File: config.mk
export PLATFORM = sky130hd
export DESIGN_NAME = rggen_axi4lite_bridge
export DESIGN_NICKNAME = d
export VERILOG_FILES = /design/src/rtl/rggen_rtl_pkg.sv /design/src/rtl/rggen_axi4lite_bridge.sv
export SDC_FILE = /design/constraint.sdc
export NUM_CORES = 1
export LEC_CHECK = 0
export BUFFER_PORTS_ARGS = -buffer_cell sky130_fd_sc_hd__buf_2
export CORE_ASPECT_RATIO = 0.8
export CORE_UTILIZATION = 44
export CTS_CLUSTER_SIZE = 25
export DETAILED_ROUTE_END_ITERATION = 12
export PLACE_DENSITY = 0.91
export SYNTH_ARGS = -nofsm -noshare
export SYNTH_HDL_FRONTEND = slang
export SYNTH_SLANG_ARGS = --single-unit
File: constraint.sdc
create_clock -name i_clk -period 1.9 [get_ports i_clk]
set_input_delay 0 -clock i_clk [delete_from_list [all_inputs] [get_ports i_clk]]
set_output_delay 0 -clock i_clk [all_outputs]
set_load 0.03 [all_outputs]
File: src/rtl/rggen_rtl_pkg.sv
// Shared rggen definitions: access codes, AXI/rggen status codes, bridge state encoding
// and small decode helpers used by the AXI4-Lite bridge.
package rggen_rtl_pkg;

    localparam logic [1:0] RGGEN_WRITE = 2'b11;
    localparam logic [1:0] RGGEN_READ  = 2'b10;

    typedef enum logic [1:0] {
        OKAY   = 2'b00,
        EXOKAY = 2'b01,
        SLVERR = 2'b10,
        DECERR = 2'b11
    } rggen_status_e;

    typedef enum logic [1:0] {
        ST_IDLE     = 2'b00,
        ST_ADDRESS  = 2'b01,
        ST_RESPONSE = 2'b10,
        ST_DONE     = 2'b11
    } bridge_state_e;

    // Bit 0 of the access code distinguishes write from read.
    function automatic logic is_write_access(input logic [1:0] access);
        return access[0];
    endfunction

    // SLVERR and DECERR both carry resp[1] = 1.
    function automatic logic is_error_resp(input logic [1:0] resp);
        return resp[1];
    endfunction

endpackage

File: src/rtl/rggen_axi4lite_bridge.sv
// AXI4-Lite initiator turning one rggen bus request into one AXI4-Lite read or write.
// Optional error-response counter enabled by defining RGGEN_AXI4LITE_BRIDGE_ERR_COUNT_EN.
module rggen_axi4lite_bridge
    import rggen_rtl_pkg::*;
#(
    parameter int         ADDRESS_WIDTH = 16,
    parameter int         BUS_WIDTH     = 32,
    parameter logic [2:0] AXPROT        = 3'b000
) (
    input  logic                       i_clk,
    input  logic                       i_rst_n,
    input  logic                       i_bus_valid,
    input  logic [1:0]                 i_bus_access,
    input  logic [ADDRESS_WIDTH-1:0]   i_bus_address,
    input  logic [BUS_WIDTH-1:0]       i_bus_write_data,
    input  logic [BUS_WIDTH/8-1:0]     i_bus_strobe,
    output logic                       o_bus_ready,
    output logic [1:0]                 o_bus_status,
    output logic [BUS_WIDTH-1:0]       o_bus_read_data,
    output logic                       o_awvalid,
    input  logic                       i_awready,
    output logic [ADDRESS_WIDTH-1:0]   o_awaddr,
    output logic [2:0]                 o_awprot,
    output logic                       o_wvalid,
    input  logic                       i_wready,
    output logic [BUS_WIDTH-1:0]       o_wdata,
    output logic [BUS_WIDTH/8-1:0]     o_wstrb,
    input  logic                       i_bvalid,
    output logic                       o_bready,
    input  logic [1:0]                 i_bresp,
    output logic                       o_arvalid,
    input  logic                       i_arready,
    output logic [ADDRESS_WIDTH-1:0]   o_araddr,
    output logic [2:0]                 o_arprot,
    input  logic                       i_rvalid,
    output logic                       o_rready,
    input  logic [BUS_WIDTH-1:0]       i_rdata,
    input  logic [1:0]                 i_rresp,
    input  logic                       i_error_count_clear,
    output logic [15:0]                o_error_count
);

    localparam int STRB_WIDTH = BUS_WIDTH / 8;

    bridge_state_e              state_q,       state_d;
    logic                       write_q,       write_d;
    logic [ADDRESS_WIDTH-1:0]   addr_q,        addr_d;
    logic [BUS_WIDTH-1:0]       wdata_q,       wdata_d;
    logic [STRB_WIDTH-1:0]      strb_q,        strb_d;
    logic                       awvalid_q,     awvalid_d;
    logic                       wvalid_q,      wvalid_d;
    logic                       arvalid_q,     arvalid_d;
    logic                       bready_q,      bready_d;
    logic                       rready_q,      rready_d;
    logic                       bus_ready_q,   bus_ready_d;
    logic [1:0]                 status_q,      status_d;
    logic [BUS_WIDTH-1:0]       rdata_q,       rdata_d;
    logic [15:0]                error_count_q, error_count_d;
    logic                       resp_accept_s;
    logic [1:0]                 resp_s;
    logic                       unused_s;

    // Next-state and output-flop logic of the transaction FSM.
    always_comb begin
        state_d       = state_q;
        write_d       = write_q;
        addr_d        = addr_q;
        wdata_d       = wdata_q;
        strb_d        = strb_q;
        awvalid_d     = awvalid_q;
        wvalid_d      = wvalid_q;
        arvalid_d     = arvalid_q;
        bready_d      = bready_q;
        rready_d      = rready_q;
        bus_ready_d   = 1'b0;
        status_d      = status_q;
        rdata_d       = rdata_q;
        resp_accept_s = (bready_q && i_bvalid) || (rready_q && i_rvalid);
        resp_s        = bready_q ? i_bresp : i_rresp;
        case (state_q)
            ST_IDLE: begin
                if (i_bus_valid) begin
                    write_d   = is_write_access(i_bus_access);
                    addr_d    = i_bus_address;
                    wdata_d   = i_bus_write_data;
                    strb_d    = i_bus_strobe;
                    awvalid_d = is_write_access(i_bus_access);
                    wvalid_d  = is_write_access(i_bus_access);
                    arvalid_d = !is_write_access(i_bus_access);
                    state_d   = ST_ADDRESS;
                end else begin
                    state_d   = ST_IDLE;
                end
            end
            ST_ADDRESS: begin
                // Each channel retires on its own handshake; the phase ends when all have.
                awvalid_d = awvalid_q && !i_awready;
                wvalid_d  = wvalid_q  && !i_wready;
                arvalid_d = arvalid_q && !i_arready;
                if (!awvalid_d && !wvalid_d && !arvalid_d) begin
                    bready_d = write_q;
                    rready_d = !write_q;
                    state_d  = ST_RESPONSE;
                end else begin
                    state_d  = ST_ADDRESS;
                end
            end
            ST_RESPONSE: begin
                if (resp_accept_s) begin
                    bready_d    = 1'b0;
                    rready_d    = 1'b0;
                    status_d    = resp_s;
                    bus_ready_d = 1'b1;
                    state_d     = ST_DONE;
                    if (!write_q) begin
                        rdata_d = i_rdata;
                    end else begin
                        rdata_d = rdata_q;
                    end
                end else begin
                    state_d = ST_RESPONSE;
                end
            end
            ST_DONE: begin
                state_d = ST_IDLE;
            end
            default: begin
                state_d   = ST_IDLE;
                awvalid_d = 1'b0;
                wvalid_d  = 1'b0;
                arvalid_d = 1'b0;
                bready_d  = 1'b0;
                rready_d  = 1'b0;
            end
        endcase
    end

`ifdef RGGEN_AXI4LITE_BRIDGE_ERR_COUNT_EN
    // Saturating error-response counter; clear takes priority over increment.
    always_comb begin
        unused_s = i_bus_access[1];
        if (i_error_count_clear) begin
            error_count_d = 16'h0000;
        end else if (resp_accept_s && is_error_resp(resp_s) && (error_count_q != 16'hFFFF)) begin
            error_count_d = error_count_q + 16'h0001;
        end else begin
            error_count_d = error_count_q;
        end
    end
`else
    // Counter disabled: held at zero and the clear input has no effect.
    always_comb begin
        unused_s      = ^{i_bus_access[1], i_error_count_clear};
        error_count_d = 16'h0000;
    end
`endif

    // State and output registers with asynchronous active-low reset.
    always_ff @(posedge i_clk or negedge i_rst_n) begin
        if (!i_rst_n) begin
            state_q       <= ST_IDLE;
            write_q       <= 1'b0;
            addr_q        <= {ADDRESS_WIDTH{1'b0}};
            wdata_q       <= {BUS_WIDTH{1'b0}};
            strb_q        <= {STRB_WIDTH{1'b0}};
            awvalid_q     <= 1'b0;
            wvalid_q      <= 1'b0;
            arvalid_q     <= 1'b0;
            bready_q      <= 1'b0;
            rready_q      <= 1'b0;
            bus_ready_q   <= 1'b0;
            status_q      <= 2'b00;
            rdata_q       <= {BUS_WIDTH{1'b0}};
            error_count_q <= 16'h0000;
        end else begin
            state_q       <= state_d;
            write_q       <= write_d;
            addr_q        <= addr_d;
            wdata_q       <= wdata_d;
            strb_q        <= strb_d;
            awvalid_q     <= awvalid_d;
            wvalid_q      <= wvalid_d;
            arvalid_q     <= arvalid_d;
            bready_q      <= bready_d;
            rready_q      <= rready_d;
            bus_ready_q   <= bus_ready_d;
            status_q      <= status_d;
            rdata_q       <= rdata_d;
            error_count_q <= error_count_d;
        end
    end

    assign o_bus_ready     = bus_ready_q;
    assign o_bus_status    = status_q;
    assign o_bus_read_data = rdata_q;
    assign o_awvalid       = awvalid_q;
    assign o_awaddr        = addr_q;
    assign o_awprot        = AXPROT;
    assign o_wvalid        = wvalid_q;
    assign o_wdata         = wdata_q;
    assign o_wstrb         = strb_q;
    assign o_bready        = bready_q;
    assign o_arvalid       = arvalid_q;
    assign o_araddr        = addr_q;
    assign o_arprot        = AXPROT;
    assign o_rready        = rready_q;
    assign o_error_count   = error_count_q;

endmodule

* Word level (Yosys, flattened, before mapping)
Cells that the tools add are included.
** Cells by class
- Equality and inequality tests :: 6
- Multiplexer cells :: 17
- Bitwise logic cells :: 1
- Reductions and logical operators :: 24
** Operators by type and width (number)
- $pmux W1 S2 :: 5
- $mux W1 :: 9
- $logic_not A1 Y1 :: 8
- $pmux W2 S4 :: 1
- $logic_and A1 B1 Y1 :: 7
- $ne A2 B2 Y1 const B :: 3
- $reduce_and A2 Y1 :: 3
- $reduce_and A3 Y1 :: 2
- $eq A2 B2 Y1 const B :: 2
- $mux W2 :: 2
- $reduce_bool A2 Y1 :: 2
- $eq A2 B1 Y1 const B :: 1
- $logic_not A2 Y1 :: 1
- $logic_or A1 B1 Y1 :: 1
- $not A1 Y1 :: 1
** Word-level totals
- Register bits :: 95
- Input bits :: 99

* Logic depth before layout (Yosys ltp)
- Word-level depth :: 7
- Mapped depth :: 5
- Mapped depth without buffers :: 4

* Least setup slack after synthesis
No wires, ideal clock.
- Kind :: reg-to-reg
- From :: register bready_q, in the netlist o_bready
- To :: register rdata_q[21], in the netlist o_bus_read_data[21]
- Arrival :: 1.566 ns
- Data required time :: 1.775 ns
- Setup slack :: 0.209 ns
- Stages on the path, launching flop included :: 6
- Buffers on the path :: 2
- Period minus slack after synthesis :: 1.691 ns
- Path through :: dfrtp_1 -> buf_2 -> a22oi_2 -> nor3_4 -> buf_6 -> mux2_2
** Between the ends
- Cells in the longest elaborated chain, start to end :: 3
** RTL lines
- from (decl) :: RTL line rggen_axi4lite_bridge.sv:53 : logic bready_q, bready_d;
- from (signal assigned) :: RTL line rggen_axi4lite_bridge.sv:184 : bready_q <= bready_d;
- $logic_and A1 B1 Y1 :: RTL line rggen_axi4lite_bridge.sv:78 : resp_accept_s = (bready_q && i_bvalid) || (rready_q && i_rvalid);
- $logic_or A1 B1 Y1 :: RTL line rggen_axi4lite_bridge.sv:78
- $reduce_and A3 Y1 (no line)
- to (signal assigned) :: RTL line rggen_axi4lite_bridge.sv:173 : rdata_q <= {BUS_WIDTH{1'b0}};
- to (signal assigned) :: RTL line rggen_axi4lite_bridge.sv:188 : rdata_q <= rdata_d;
- to (decl) :: RTL line rggen_axi4lite_bridge.sv:57 : logic [BUS_WIDTH-1:0] rdata_q, rdata_d;
Every way passes these cells.
A chain may end at the register's enable or synchronous reset.

==> metrics <==
Synth Cell Area=4031 sq um; Die Ht=87.62 um; Place WS=0.2699 ns; dominant synthesized flop cell=dfrtp_1; post-CTS setup buffer count=0; n_diodes=0; initial antenna violation count=0; DRT Pass-1 Iters=5; detailed placement HPWL=6511 um; gpl congestion=0.7465; vias per cell=4.670; Synth Instances=277; vias in the first global route=3,352; Fin Setup TNS=0 ns; Critical Path Fanout Max=17; Startpoint Class=register; # IOs=229; initial core utilization=46.49%; post-synth cell types=28; Syn Area/Cell=14.55 sq um; Worst-path clk slew=0.06 ns; cts bufs inserted=9; largest net degree at the start of global routing=51; Power, Total=10,980 uW; final WL=10,530 um; Max Cap Violations=0; htree depth=3; largest cells by area after synthesis=dfrtp_1 59%, mux2_2 23%, buf_4 8.2%; Finish-stage setup viols=0; worst slew pin tran=0.6300 ns; Vias=3,129; ANT nets after route=0; total grt overflow=0; Core Box Area=8671 sq um; Initial DRC Count=56; worst hold path type=input port to register; Seq cells post-synth=95; Post-Layout Cell Count=670; hold_ws=0.006974 ns; post-synth top area share=58.97%; final worst path period need=1.643 ns; Critical Path End Type=register; first-pass GRT wire length=15,930 um; leading area contributor after synthesis=dfrtp_1; pwr/cell area=1787 nW/um^2; headroom to the max-slew limit=58.00%; register area share after synthesis=58.97%; CTS sink cnt=95; # rows=30; required time of the critical path=2.11 ns; clock latency on the worst-skew pair=0.33 ns; CTS tree=built; Final #Nets=656; placed insts=570; Critical Path AT=1.85 ns; P&R area growth vs syn=52.45%; die area=9551 sq um; Worst Skew=0.006663 ns; VDD IR max=1.129 mV; Longest Clk Path Bufs=2; ys async rst share=100.0%; FMAX=608.7 MHz; worst setup path category=register to register; root buffer cell=clkbuf_16; layout cells sized above 1=55.20%; final hold vios=0; Routed wire per std cell=15.72 um; Buffers on Ports=204; unrepaired setup endpoints after global routing=no; Die X=109.0 um; Tcrit/Tclk final=86.46%; GRT Util Overall=22.50%; status=finished clean; Pleak=0.003069 uW; Final Slew Violations=0; fin worst setup slack=0.2573 ns; number of synthesized flops with an enable pin=0; yosys synthesis warning count=0; CTS-repair resized insts=0; # DRC=0
## power by group
group          leakage, uW  internal (uW)  total [uW]  switching [uW]
Sequential         0.00115           3010        3630             616
Combinational      0.00178           2010        5560            3550
Clock             0.000140           1120        1800             672
## critical path, cell delays in order, from the launching register on
cell      delay [ns]
dfrtp_1         0.51
nand2b_4        0.23
nor2_4          0.12
buf_4           0.29
mux2_2          0.37
## metrics by stage
stage                     instance area, sq um  utilization, %
final                                     6146           70.88
after global routing                      6146           70.88
after CTS                                 6146           70.88
after detailed placement                  4976           57.39
after global placement                    4976           57.39
after floorplan                           4110               -
## final timing paths
check | slack [ns] | to | startpoint | cells past startpoint
min in group asynchronous | 0.24 | o_bus_read_data[24] | i_rst_n | 2
worst max register to register | 0.26 | o_araddr[7] | register | 4
worst min-delay path | 0.007 | o_bus_status[0] | i_bresp[0] | 3
worst min register to register | 0.49 | o_bus_read_data[30] | o_bus_read_data[30] | 1
worst max-delay path | 0.26 | o_araddr[7] | register | 4
max in group asynchronous | 0.99 | o_wdata[11] | i_rst_n | 3
## area by class of cell
| class | instances | area (sq um) |
|---|---|---|
| Clock inverter | 2 | 60.06 |
| Sequential cell | 95 | 2377 |
| Inverter | 4 | 15.01 |
| Fill cell | 571 | 2525 |
| Clock buffer | 10 | 229.0 |
| Multi-Input combinational cell | 150 | 1345 |
| Tap cell | 112 | 140.1 |
| Timing Repair Buffer | 297 | 1979 |
## cell usage after synthesis, types with 2 or more instances
cell type,count
dfrtp_1,95
mux2_2,81
buf_4,44
a21oi_1,7
nor2_1,6
inv_1,4
mux2_1,4
nand2_1,4
nor2b_1,4
o21ai_0,4
a21o_1,3
buf_6,3
mux2i_1,2
nand2b_4,2
## per-layer routing
layer	track usage (%)	vias to the layer above	wire length [um]
met5	0	-	0
met4	10.57	0	302
met3	6.994	28	726
met2	43.40	162	5819
met1	21.72	1490	3685
li1	-	1449	-
## flip-flops by register name, indices dropped and copies added (netlist names), named ones only
signal / count
o_bready: 1
o_bus_ready: 1
o_awvalid: 1
write_q: 1
o_bus_read_data: 32
o_wdata: 32
o_rready: 1
o_wstrb: 4
state_q: 1
o_araddr: 16
o_wvalid: 1
o_bus_status: 2
o_arvalid: 1
## cell usage in the layout, fill, tap and decap left out, types with 6 or more instances in the layout
| master | n |
|---|---|
| buf_2 | 203 |
| dfrtp_1 | 95 |
| dlygate4sd3_1 | 88 |
| mux2_2 | 81 |
| conb_1 | 22 |
| clkbuf_16 | 9 |
| a21oi_1 | 7 |
| nor2_1 | 6 |
## cells by family (layout without fill, tap and decap cells)
logic type / after synthesis / count (layout) / synth area share, %
AND/OR/NAND/NOR: 22 / 22 / 3.538
AO/OA/AOI/OAI: 19 / 19 / 3.538
flip-flops: 95 / 95 / 58.97
other: 1 / 22 / 0.09302
buffers and inverters: 53 / 313 / 9.621
multiplexers: 87 / 87 / 24.24
## what timing repair did
| item | in CTS | in global routing |
|---|---|---|
| setup endpoints to repair | 0 | 0 |
| hold buffers | 88 | 0 |
| hold endpoints to repair | 135 | 0 |
No activity file was read; power rests on OpenSTA's default activity.
